File: config.mk
export PLATFORM = sky130hd
export DESIGN_NAME = control_unit_mc
export DESIGN_NICKNAME = d
export VERILOG_FILES = /design/src/rtl/control_unit_mc.sv
export SDC_FILE = /design/constraint.sdc
export NUM_CORES = 1
export LEC_CHECK = 0
export BUFFER_PORTS_ARGS = -buffer_cell sky130_fd_sc_hd__buf_2
export CELL_PAD_IN_SITES_DETAIL_PLACEMENT = 0
export CELL_PAD_IN_SITES_GLOBAL_PLACEMENT = 1
export CORE_MARGIN = 3
export CORE_UTILIZATION = 30
export CTS_CLUSTER_SIZE = 40
export DETAILED_ROUTE_END_ITERATION = 7
export PLACE_DENSITY_LB_ADDON = 0.1
export SLEW_MARGIN = 0
export SYNTH_ARGS = -nofsm -noshare
export SYNTH_HDL_FRONTEND = slang
export SYNTH_SLANG_ARGS = --single-unit
File: constraint.sdc
create_clock -name i_clock -period 1.83 [get_ports i_clock]
set_input_delay 0.0915 -clock i_clock [delete_from_list [all_inputs] [get_ports i_clock]]
set_output_delay 0.0915 -clock i_clock [all_outputs]
set_load 0.02 [all_outputs]
File: src/rtl/control_unit_mc.sv
// control_unit_mc : multicycle MIPS control FSM with memory wait states.
//
// Sits between the instruction register (opcode/funct) and the datapath
// enables and mux selects. All outputs are registered and follow the state
// register. The one exception is pc_write in BRANCH, which also depends on
// the ALU zero flag.
//
// Parameters
//   MEM_WAIT : extra cycles between a memory read request and valid data (0..15)
//   WAIT_W   : width of the wait counter (2**WAIT_W > MEM_WAIT)
//
// Optional build macro
//   CTRL_OVF_EXC_EN : when defined, signed overflow on add/sub/addi diverts
//                     the write-back to the exception state.
//
// Ports
//   i_clock, i_reset_n        : clock (rising edge), async active-low reset
//   i_opcode, i_funct         : IR[31:26], IR[5:0]
//   i_zero, i_overflow        : ALU flags
//   o_rst_out                 : synchronous clear for datapath registers
//   o_*_write                 : register/memory write enables
//   o_exception               : one-cycle pulse in EXC
//   o_iord, o_pc_src, o_alu_op, o_alu_src_a, o_alu_src_b,
//   o_mem_to_reg, o_reg_dst   : datapath selects
//   o_state                   : current state, for debug
//
// state   | meaning
// RESET   | datapath clear, leave one cycle after reset release
// FETCH   | read instruction, PC <= PC + 4
// FWAIT   | instruction fetch wait states
// IRLD    | load IR
// DECODE  | read registers, compute branch target
// EXEC_R  | R-type ALU operation
// WB_R    | write rd
// EXEC_I  | addi/addiu ALU operation
// WB_I    | write rt
// ADDR    | lw/sw address calculation
// MEM_RD  | issue data read
// RWAIT   | data read wait states
// MDRLD   | capture MDR
// WB_MEM  | write rt from MDR
// MEM_WR  | data write
// BRANCH  | compare, conditional PC update
// JUMP    | PC <= jump target
// EXC     | save EPC, PC <= exception vector
module control_unit_mc #(
   parameter int MEM_WAIT = 1,
   parameter int WAIT_W   = 4
) (
   input  logic       i_clock,
   input  logic       i_reset_n,
   input  logic [5:0] i_opcode,
   input  logic [5:0] i_funct,
   input  logic       i_zero,
   input  logic       i_overflow,
   output logic       o_rst_out,
   output logic       o_pc_write,
   output logic       o_mem_write,
   output logic       o_ir_write,
   output logic       o_mdr_write,
   output logic       o_reg_write,
   output logic       o_alu_out_write,
   output logic       o_a_write,
   output logic       o_b_write,
   output logic       o_epc_write,
   output logic       o_exception,
   output logic       o_iord,
   output logic [1:0] o_pc_src,
   output logic [2:0] o_alu_op,
   output logic       o_alu_src_a,
   output logic [1:0] o_alu_src_b,
   output logic       o_mem_to_reg,
   output logic       o_reg_dst,
   output logic [4:0] o_state
);

   typedef enum logic [4:0] {
      S_RESET, S_FETCH, S_FWAIT, S_IRLD, S_DECODE, S_EXEC_R, S_WB_R,
      S_EXEC_I, S_WB_I, S_ADDR, S_MEM_RD, S_RWAIT, S_MDRLD, S_WB_MEM,
      S_MEM_WR, S_BRANCH, S_JUMP, S_EXC
   } state_t;

   typedef struct packed {
      logic       rst_out;
      logic       pc_write;
      logic       mem_write;
      logic       ir_write;
      logic       mdr_write;
      logic       reg_write;
      logic       alu_out_write;
      logic       a_write;
      logic       b_write;
      logic       epc_write;
      logic       exception;
      logic       iord;
      logic [1:0] pc_src;
      logic [2:0] alu_op;
      logic       alu_src_a;
      logic [1:0] alu_src_b;
      logic       mem_to_reg;
      logic       reg_dst;
   } ctrl_t;

   localparam logic [2:0] ALU_ADD = 3'b001;
   localparam logic [2:0] ALU_SUB = 3'b010;
   localparam logic [2:0] ALU_AND = 3'b011;
   localparam logic [2:0] ALU_OR  = 3'b100;
   localparam logic [2:0] ALU_SLT = 3'b101;

   localparam logic [5:0] FN_ADD = 6'b100000;
   localparam logic [5:0] FN_SUB = 6'b100010;
   localparam logic [5:0] FN_AND = 6'b100100;
   localparam logic [5:0] FN_OR  = 6'b100101;
   localparam logic [5:0] FN_SLT = 6'b101010;

   localparam bit              LP_HAS_WAIT  = (MEM_WAIT > 0);
   localparam logic [WAIT_W-1:0] LP_WAIT_LOAD = WAIT_W'((MEM_WAIT > 0) ? MEM_WAIT - 1 : 0);

   state_t              r_state;
   state_t              w_next;
   ctrl_t               r_ctrl;
   logic [WAIT_W-1:0]   r_wait_cnt;
   logic [WAIT_W-1:0]   w_next_cnt;
   logic                w_ovf_trap;
   logic                w_br_take;

   function automatic logic [2:0] f_alu_funct(input logic [5:0] fn);
      case (fn)
         FN_SUB:  return ALU_SUB;
         FN_AND:  return ALU_AND;
         FN_OR:   return ALU_OR;
         FN_SLT:  return ALU_SLT;
         default: return ALU_ADD;
      endcase
   endfunction

   function automatic logic f_legal_r(input logic [5:0] fn);
      return (fn == FN_ADD) || (fn == FN_SUB) || (fn == FN_AND) ||
             (fn == FN_OR)  || (fn == FN_SLT);
   endfunction

   function automatic ctrl_t f_decode(input state_t s, input logic [5:0] fn);
      ctrl_t c;
      c = '0;
      case (s)
         S_FETCH: begin
            c.alu_src_b = 2'b01;
            c.alu_op    = ALU_ADD;
            c.pc_write  = 1'b1;
         end
         S_FWAIT, S_RWAIT: ;
         S_IRLD:  c.ir_write = 1'b1;
         S_DECODE: begin
            c.a_write       = 1'b1;
            c.b_write       = 1'b1;
            c.alu_src_b     = 2'b11;
            c.alu_op        = ALU_ADD;
            c.alu_out_write = 1'b1;
         end
         S_EXEC_R: begin
            c.alu_src_a     = 1'b1;
            c.alu_op        = f_alu_funct(fn);
            c.alu_out_write = 1'b1;
         end
         S_WB_R: begin
            c.reg_write = 1'b1;
            c.reg_dst   = 1'b1;
         end
         S_EXEC_I, S_ADDR: begin
            c.alu_src_a     = 1'b1;
            c.alu_src_b     = 2'b10;
            c.alu_op        = ALU_ADD;
            c.alu_out_write = 1'b1;
         end
         S_WB_I:  c.reg_write = 1'b1;
         S_MEM_RD: c.iord = 1'b1;
         S_MDRLD: c.mdr_write = 1'b1;
         S_WB_MEM: begin
            c.reg_write  = 1'b1;
            c.mem_to_reg = 1'b1;
         end
         S_MEM_WR: begin
            c.iord      = 1'b1;
            c.mem_write = 1'b1;
         end
         // pc_write here comes from the zero flag, see w_br_take
         S_BRANCH: begin
            c.alu_src_a = 1'b1;
            c.alu_op    = ALU_SUB;
            c.pc_src    = 2'b01;
         end
         S_JUMP: begin
            c.pc_src   = 2'b10;
            c.pc_write = 1'b1;
         end
         S_EXC: begin
            c.epc_write = 1'b1;
            c.exception = 1'b1;
            c.pc_src    = 2'b11;
            c.pc_write  = 1'b1;
         end
         default: c.rst_out = 1'b1;
      endcase
      return c;
   endfunction

`ifdef CTRL_OVF_EXC_EN
   // Overflow is taken at the end of the execute cycle and steers the next
   // state straight into EXC, so the write-back state is never entered.
   assign w_ovf_trap = i_overflow &
                       (((r_state == S_EXEC_R) && ((i_funct == FN_ADD) || (i_funct == FN_SUB))) ||
                        ((r_state == S_EXEC_I) && (i_opcode == 6'd8)));
`else
   logic w_unused_ovf;
   assign w_unused_ovf = i_overflow;
   assign w_ovf_trap   = 1'b0;
`endif

   always_comb begin
      w_next     = r_state;
      w_next_cnt = r_wait_cnt;
      case (r_state)
         S_RESET: w_next = S_FETCH;
         S_FETCH: begin
            if (LP_HAS_WAIT) begin
               w_next     = S_FWAIT;
               w_next_cnt = LP_WAIT_LOAD;
            end else begin
               w_next = S_IRLD;
            end
         end
         S_FWAIT: begin
            if (r_wait_cnt == '0) w_next = S_IRLD;
            else                  w_next_cnt = r_wait_cnt - WAIT_W'(1);
         end
         S_IRLD: w_next = S_DECODE;
         S_DECODE: begin
            if ((i_opcode == 6'd0) && f_legal_r(i_funct))     w_next = S_EXEC_R;
            else if ((i_opcode == 6'd8) || (i_opcode == 6'd9))  w_next = S_EXEC_I;
            else if ((i_opcode == 6'd35) || (i_opcode == 6'd43)) w_next = S_ADDR;
            else if ((i_opcode == 6'd4) || (i_opcode == 6'd5))  w_next = S_BRANCH;
            else if (i_opcode == 6'd2)                          w_next = S_JUMP;
            else                                                w_next = S_EXC;
         end
         S_EXEC_R: w_next = w_ovf_trap ? S_EXC : S_WB_R;
         S_EXEC_I: w_next = w_ovf_trap ? S_EXC : S_WB_I;
         S_ADDR:   w_next = (i_opcode == 6'd35) ? S_MEM_RD : S_MEM_WR;
         S_MEM_RD: begin
            if (LP_HAS_WAIT) begin
               w_next     = S_RWAIT;
               w_next_cnt = LP_WAIT_LOAD;
            end else begin
               w_next = S_MDRLD;
            end
         end
         S_RWAIT: begin
            if (r_wait_cnt == '0) w_next = S_MDRLD;
            else                  w_next_cnt = r_wait_cnt - WAIT_W'(1);
         end
         S_MDRLD: w_next = S_WB_MEM;
         default: w_next = S_FETCH;
      endcase
   end

   // Outputs are decoded from the next state and registered alongside it,
   // so they line up with r_state without a combinational decode stage.
   always_ff @(posedge i_clock or negedge i_reset_n) begin
      if (!i_reset_n) begin
         r_state    <= S_RESET;
         r_wait_cnt <= '0;
         r_ctrl     <= f_decode(S_RESET, 6'd0);
      end else begin
         r_state    <= w_next;
         r_wait_cnt <= w_next_cnt;
         r_ctrl     <= f_decode(w_next, i_funct);
      end
   end

   // beq (opcode 4) writes on zero, bne (opcode 5) on not-zero
   assign w_br_take = (r_state == S_BRANCH) & (i_opcode[0] ? ~i_zero : i_zero);

   assign o_rst_out       = r_ctrl.rst_out;
   assign o_pc_write      = r_ctrl.pc_write | w_br_take;
   assign o_mem_write     = r_ctrl.mem_write;
   assign o_ir_write      = r_ctrl.ir_write;
   assign o_mdr_write     = r_ctrl.mdr_write;
   assign o_reg_write     = r_ctrl.reg_write;
   assign o_alu_out_write = r_ctrl.alu_out_write;
   assign o_a_write       = r_ctrl.a_write;
   assign o_b_write       = r_ctrl.b_write;
   assign o_epc_write     = r_ctrl.epc_write;
   assign o_exception     = r_ctrl.exception;
   assign o_iord          = r_ctrl.iord;
   assign o_pc_src        = r_ctrl.pc_src;
   assign o_alu_op        = r_ctrl.alu_op;
   assign o_alu_src_a     = r_ctrl.alu_src_a;
   assign o_alu_src_b     = r_ctrl.alu_src_b;
   assign o_mem_to_reg    = r_ctrl.mem_to_reg;
   assign o_reg_dst       = r_ctrl.reg_dst;
   assign o_state         = r_state;

endmodule
==> results of run 1 <==
-- worst paths after layout --
check / start / endpoint / slack [ps] / depth (start not counted)
max reg2reg: r_wait_cnt[1] / o_alu_op[1] / -80 / 9
min reg2reg: r_wait_cnt[1] / r_wait_cnt[1] / 600 / 3
max: r_wait_cnt[1] / o_alu_op[1] / -80 / 9
min in group asynchronous: i_reset_n / o_alu_op[2] / 380 / 2
max in group asynchronous: i_reset_n / o_state[0] / 980 / 2
min: i_funct[5] / o_alu_op[2] / 270 / 4
-- power groups by stage --
stage	logic (mW)	clock network (mW)	registers, mW
2_1_floorplan	1.19	0	1.02
3_5_place_dp	2.00	0	0.955
3_3_place_gp	1.99	0	0.958
5_1_grt	2.75	0.751	0.980
4_1_cts	2.25	0.722	0.948
6_report	2.55	0.699	0.949
-- synth_stat cells (all sizes together), types with 2 or more instances --
master,n,area (um2)
a2111oi,3,63.8
a21oi,6,33.8
a31oi,4,25.0
and2,3,18.8
and3,4,31.3
buf,15,104
clkbuf,2,7.51
dfrtp,28,701
inv,11,41.3
mux2i,2,20.0
nand2,8,30.0
nand2b,9,56.3
nand3,6,42.5
nor2,11,43.8
nor2b,3,18.8
nor3,9,50.1
nor4,6,50.0
o211ai,2,20.0
o21ai,8,40.0
o221ai,2,17.5
o31ai,3,22.5
or2,3,18.8
or3,2,12.5
xnor2,4,35.0
-- worst register-to-register path, delay by kind of cell, from the launching register on --
family,cells,cell delay [ps]
compound gates,1,110
fa+ha+maj,1,170
buf+inv,4,450
flops,1,390
mux,1,310
simple gates,2,430
-- metrics by stage --
step | cells | worst slack, ps | utilization [%] | hold WS [ps]
6_report | 320 | -80.0 | 49.1 | 272
5_1_grt | 320 | -206 | 49.1 | 288
4_1_cts | 317 | -85.7 | 46.4 | 263
3_5_place_dp | 300 | -138 | 41.5 | 164
3_3_place_gp | 300 | -100 | 41.5 | 148
2_1_floorplan | 170 | -24.5 | - | -204
-- timing repair --
action                     4_1_cts  5_1_grt
pin swaps                       11       15
cloned                           0        0
buffers inserted                 8        3
gates resized for setup         19       27
hold endpoints to repair        28        0
setup endpoints to repair        6       12
hold buffers                     1        0
-- cell families (layout without fill, tap and decap cells) --
family | Yosys count | in the layout | share of synthesized area, %
AO/OA/AOI/OAI | 35 | 35 | 17.8
XOR/XNOR | 4 | 4 | 2.07
adder cells (fa/ha/maj) | 1 | 1 | 0.739
buffers and inverters | 29 | 109 | 9.53
flip-flops | 29 | 29 | 42.9
multiplexers | 3 | 3 | 2.07
other | 1 | 1 | 0.222
AND/OR/NAND/NOR | 68 | 68 | 24.6
-- routing by layer --
layer | GRT usage [%] | up-vias
li1 | - | 752
met1 | 21.1 | 717
met2 | 24.1 | 39
met3 | 3.22 | 4
met4 | 5.07 | 0
met5 | 0 | -
-- area by class of cell --
class	instances	area, um2	share of cell area, %
Clock buffer	6	82.6	3.19
Tap cell	70	87.6	3.38
Inverter	12	52.6	2.03
Multi-Input combinational cell	112	991	38.3
Timing Repair Buffer	89	607	23.4
Sequential cell	29	732	28.3
Clock inverter	2	37.5	1.45
==> key figures, run 1 <==
Outcome
  – Failing checks: setup timing
  – Status: finished with violations

Power and ir drop
  – Logic pwr share: about three fifths
  – Switch share: 41.7%
  – Overall Power: between 4 and 5 mW
  – Pint: between 2 and 2.5 mW
  – Leak: between 1 and 1.5 nW
  – Reg power frac: approximately 23%
  – Pwr dens: 1620 nW/um2
  – Clock power frac: between 15 and 20%
  – Psw: approximately 1.8 mW
  – Peak VDD IR: between 0.0007 and 0.0008 V

STA
  – Final Skew: between 10 and 15 ps
  – Final Max Slew Viols: 0
  – Slew HR: roughly 56%
  – Tcrit/Tclk final: 104%
  – Setup-failing EPs final: 7
  – Setup TNS: -331 ps
  – Final min period: 1910 ps
  – Final Hold Viols: 0
  – RSZ-0062 raised after global routing: yes
  – Worst slew pin tran: around 660 ps
  – Max Freq: approximately 520 MHz
  – Worst setup margin: -80.0 ps

Worst setup path
  – CP Data Arrival Time: between 2000 and 2500 ps
  – CP Max Fanout: 4
  – CP required: 2040 ps
  – Crit path kind: register to register
  – CP max stage delay: 390 ps
  – CP Launch Type: register
  – Slowest-stage cell, CP: dfrtp_1
  – Buffers & Inverters on Critical Path: 4
  – Cell mode on critical path: buf_6
  – Worst-path cell chain: inv_1 > ha_2 > nor3b_4 > mux2i_2 > a221oi_4 > buf_6 > buf_4 > buf_6 > nor3_2
  – Crit. End Element: register
  – Worst path top cell family by delay: buffers and inverters

Placed design
  – GP Congestion: approximately 0.8
  – Placed cell areas: 2190 um2
  – # port buffers: about 40
  – Post-DP HPWL: roughly 3.5 mm

Finish
  – Antenna cells: 0
  – Nets: 266
  – Layout area overhead: 53.0%
  – Commonest cells after routing, fill and taps aside: buf_2 (41), buf_4 (39), dfrtp_1 (24)
  – Max reg flops: 5
  – Layout cell share with drive strength beyond 1: a little under three fifths
  – Fill cells: 493
  – Commonest non-fill, non-tap cell in the layout: buf_2
  – Cell area after layout: between 2000 and 3000 um2

Global route
  – Initial antenna violation count: 0
  – GRT overflow: 0
  – Number of global-route vias before repair: about 1500
  – Gr usage total: between 10% and 20%
  – Largest net degree at the start of global routing: 30
  – First-pass GRT wire length: between 7 and 8 mm

Clock tree
  – Htree depth: 2
  – Worst-Skew Late Latency: roughly 280 ps
  – CTS tree: built
  – Maximum root-to-sink buffer count: 2
  – Clock-pin slew on the worst setup and hold paths: ~70 ps
  – CTS sink cnt: 29
  – CTS root buf: clkbuf_8
  – TritonCTS Buffers: 5

Run
  – Max-cap violations: 0

Drt
  – Drt drc: 0
  – Met3 wire length: roughly 230 um
  – Final ANT Viol Nets: 0
  – Post-Route WL: around 4.7 mm
  – DR vias/cell: ~4.7
  – Met2 WL: between 2 and 2.5 mm
  – WL per Instance: ~15 um
  – Iter 0 DRT Violations: 56
  – Routed met1 length: between 2 and 2.5 mm
  – Max layer used: met4
  – Pre-antenna DRT Iters: 4
  – DR vias: approximately 1500

Yosys
  – Async SR Flop Fraction: between 90% and 100%
  – Number of synthesized flops with an enable pin: 0
  – Synth Warn #: 0
  – Synth Register Bits: 29
  – Primary FF master, synth: dfrtp_1
  – Number of library cell types mapped by synthesis: 54
  – Register area share after synthesis: a little over two fifths
  – Avg Inst Size Synth: ~10 um2
  – Syn_nets: roughly 190
  – Synthesized area: ~1700 um2
  – Post-Syn Instances: 170

Die
  – Top-Level Pins: between 40 and 50
  – Die Y: 81.1 um
  – Rows: 26
  – Core Box Area: about 5300 um2
  – Die X: a little over 80 um
  – Starting Density: roughly a third
  – Die ar.: about 6600 um2

Hold path
  – Worst Hold Class: input pin to register
(Power assumes the default switching activity.)
==> inputs of run 2 (changes only) <==
==> constraint.sdc (replaced) <==
create_clock -name i_clock -period 2.09 [get_ports i_clock]
set_input_delay 0.1045 -clock i_clock [delete_from_list [all_inputs] [get_ports i_clock]]
set_output_delay 0.1045 -clock i_clock [all_outputs]
set_load 0.02 [all_outputs]
==> key figures, run 2 (same netlist as run 1, synthesis figures left out) <==
Clock tree
  – CTS root buf: clkbuf_8
  – Worst-Skew Late Latency: 280 ps (about the same)
  – TritonCTS Buffers: 5 (unchanged)
  – CTS tree: built
  – Htree depth: 2 (unchanged)
  – Clock-pin slew on the worst setup and hold paths: 70 ps (about the same)
  – Maximum root-to-sink buffer count: 2 (unchanged)
  – CTS sink cnt: 29 (unchanged)

Drt
  – Pre-antenna DRT Iters: 4 (unchanged)
  – DR vias: 1398 (-7.5%)
  – DR vias/cell: 4.82 (+2.0%)
  – WL per Instance: 14.5 um (-0.75%)
  – Drt drc: 0 (unchanged)
  – Post-Route WL: 4.20 mm (-10%)
  – Iter 0 DRT Violations: 77 (+38%)
  – Final ANT Viol Nets: 0 (unchanged)

Power and ir drop
  – Logic pwr share: 55.0% (-5.7 points)
  – Overall Power: 2.88 mW (-31%)
  – Psw: 1.29 mW (-26%)
  – Pint: 1.59 mW (-35%)
  – Pwr dens: 1340 nW/um2 (-18%)
  – Switch share: 44.8% (+3.1 points)
  – Clock power frac: 15.6% (-1.1 points)
  – Peak VDD IR: 0.000527 V (-28%)
  – Leak: 1.04 nW (-16%)
  – Reg power frac: 29.4% (+6.8 points)

Worst setup path
  – CP max stage delay: 390 ps (about the same)
  – Slowest-stage cell, CP: dfrtp_1
  – CP Data Arrival Time: 2170 ps (+50 ps)
  – CP Max Fanout: 4 (unchanged)
  – Crit path kind: register to register
  – Crit. End Element: register
  – CP Launch Type: register
  – CP required: 2280 ps (+240 ps)
  – Worst-path cell chain: inv_1 > ha_4 > nor3b_4 > mux2i_2 > a221oi_2 > buf_4 > inv_2 > nand3_4 > nor4_4

Finish
  – Layout area overhead: 27.5%
  – Nets: 236 (-11%)
  – Layout cell share with drive strength beyond 1: 42.3% (-15 points)
  – Finished Layout Cells: 290 (-9.4%)
  – Cell area after layout: 2160 um2 (-17%)
  – Commonest non-fill, non-tap cell in the layout: buf_2
  – Antenna cells: 0 (unchanged)
  – Max reg flops: 5 (unchanged)
  – Final Core Density: 41.0% (-8.2 points)
  – Commonest cells after routing, fill and taps aside: buf_2 (41), dfrtp_1 (27), buf_4 (17)

Die
  – Rows: 26 (unchanged)
  – Die X: 81.1 um (unchanged)
  – Die Y: 81.1 um (unchanged)
  – Core Box Area: 5270 um2 (unchanged)
  – Die ar.: 6580 um2 (unchanged)
  – Top-Level Pins: 43 (unchanged)
  – Starting Density: 32.1% (unchanged)

Global route
  – Gr usage total: 13.1% (-2.3 points)
  – Number of global-route vias before repair: 1327 (-13%)
  – Initial antenna violation count: 0 (unchanged)
  – Largest net degree at the start of global routing: 30 (unchanged)
  – First-pass GRT wire length: 6.51 mm (-15%)
  – GRT overflow: 0 (unchanged)

Placed design
  – GP Congestion: 0.817 (+2.6%)
  – Placed cell areas: 1990 um2 (-8.8%)
  – # port buffers: 41 (unchanged)
  – Post-DP HPWL: 3.20 mm (-8.2%)
  – Placed Cells: 280 (-6.7%)

STA
  – Setup-failing EPs final: 0 (-7)
  – Setup TNS: 0 ps (+331 ps)
  – Final min period: 1980 ps (+69.8 ps)
  – Slew HR: 55.8% (+0.30 points)
  – Final Skew: 3.80 ps (-8.71 ps)
  – Max Freq: 505 MHz (-3.5%)
  – Worst slew pin tran: 663 ps (+4.16 ps)
  – Final Max Slew Viols: 0 (unchanged)
  – Final Hold Viols: 0 (unchanged)
  – Tcrit/Tclk final: 94.7% (-9.6 points)

Hold path
  – Worst Hold Class: input pin to register

Run
  – Max-cap violations: 0 (unchanged)

Outcome
  – Status: completed
==> run 2: cell types whose count changed in the layout (fill, tap and decap cells not counted), sizes merged <==
cell    before  now
buf         88   58
bufinv       1    0
clkinv       1    3
clkbuf       6    5
==> run 2: per-stage QoR <==
step                      worst slack, ps  hold slack (ps)
after detailed placement             28.7              176
after global routing                -33.7              218
after floorplan                       110             -191
final                                 110              202
after CTS                            12.1              198
after global placement               66.7              163
==> run 2: per-layer routing <==
metal | global-route usage, % | wire length, um
met1 | 18.8 | 2060
met3 | 2.77 | 210
met5 | 0 | 0
met2 | 19.2 | 1880
met4 | 4.73 | 51
==> run 2: power groups by stage <==
stage	registers (mW)	clock network, mW	logic (mW)
finish	0.846	0.450	1.59
global route	0.869	0.496	1.71
CTS	0.841	0.468	1.52
detailed placement	0.850	0	1.51
global placement	0.847	0	1.51
floorplan	0.892	0	0.974
==> run 2: worst paths after layout <==
| check | from | endpoint | slack, ps | depth (start not counted) |
|---|---|---|---|---|
| setup / recovery | r_wait_cnt[1] | o_alu_op[2] | 110 | 9 |
| hold / removal | i_opcode[4] | o_mem_write | 200 | 3 |
| setup reg to reg | r_wait_cnt[1] | o_alu_op[2] | 110 | 9 |
| hold reg to reg | r_wait_cnt[0] | r_wait_cnt[0] | 580 | 2 |
| max in group asynchronous | i_reset_n | o_state[3] | 1240 | 2 |
| min in group asynchronous | i_reset_n | o_alu_src_b[1] | 390 | 2 |
==> run 2: worst max-delay path: cells and delay by family (launching register included) <==
| family | cells | cell delay [ps] |
|---|---|---|
| AO/OA/AOI/OAI | 1 | 100 |
| buffers and inverters | 3 | 350 |
| adder cells (fa/ha/maj) | 1 | 150 |
| AND/OR/NAND/NOR | 3 | 600 |
| flip-flops | 1 | 390 |
| multiplexers | 1 | 280 |
==> run 2: layout make-up <==
| class | count | area (um2) |
|---|---|---|
| clock buffers | 5 | 68.8 |
| clock inverters | 3 | 17.5 |
| fillers | 551 | 3110 |
| inverters | 12 | 50.0 |
| multi-input cells | 112 | 863 |
| flip-flops and latches | 29 | 728 |
| well taps | 70 | 87.6 |
| repair buffers | 59 | 343 |
==> run 2: timing repair <==
action | CTS | global route
endpoints found under the hold margin | 28 | 0
gates resized for setup | 0 | 11
buffers inserted | 0 | 1
endpoints found under the setup margin | 0 | 5
hold buffers | 1 | 0
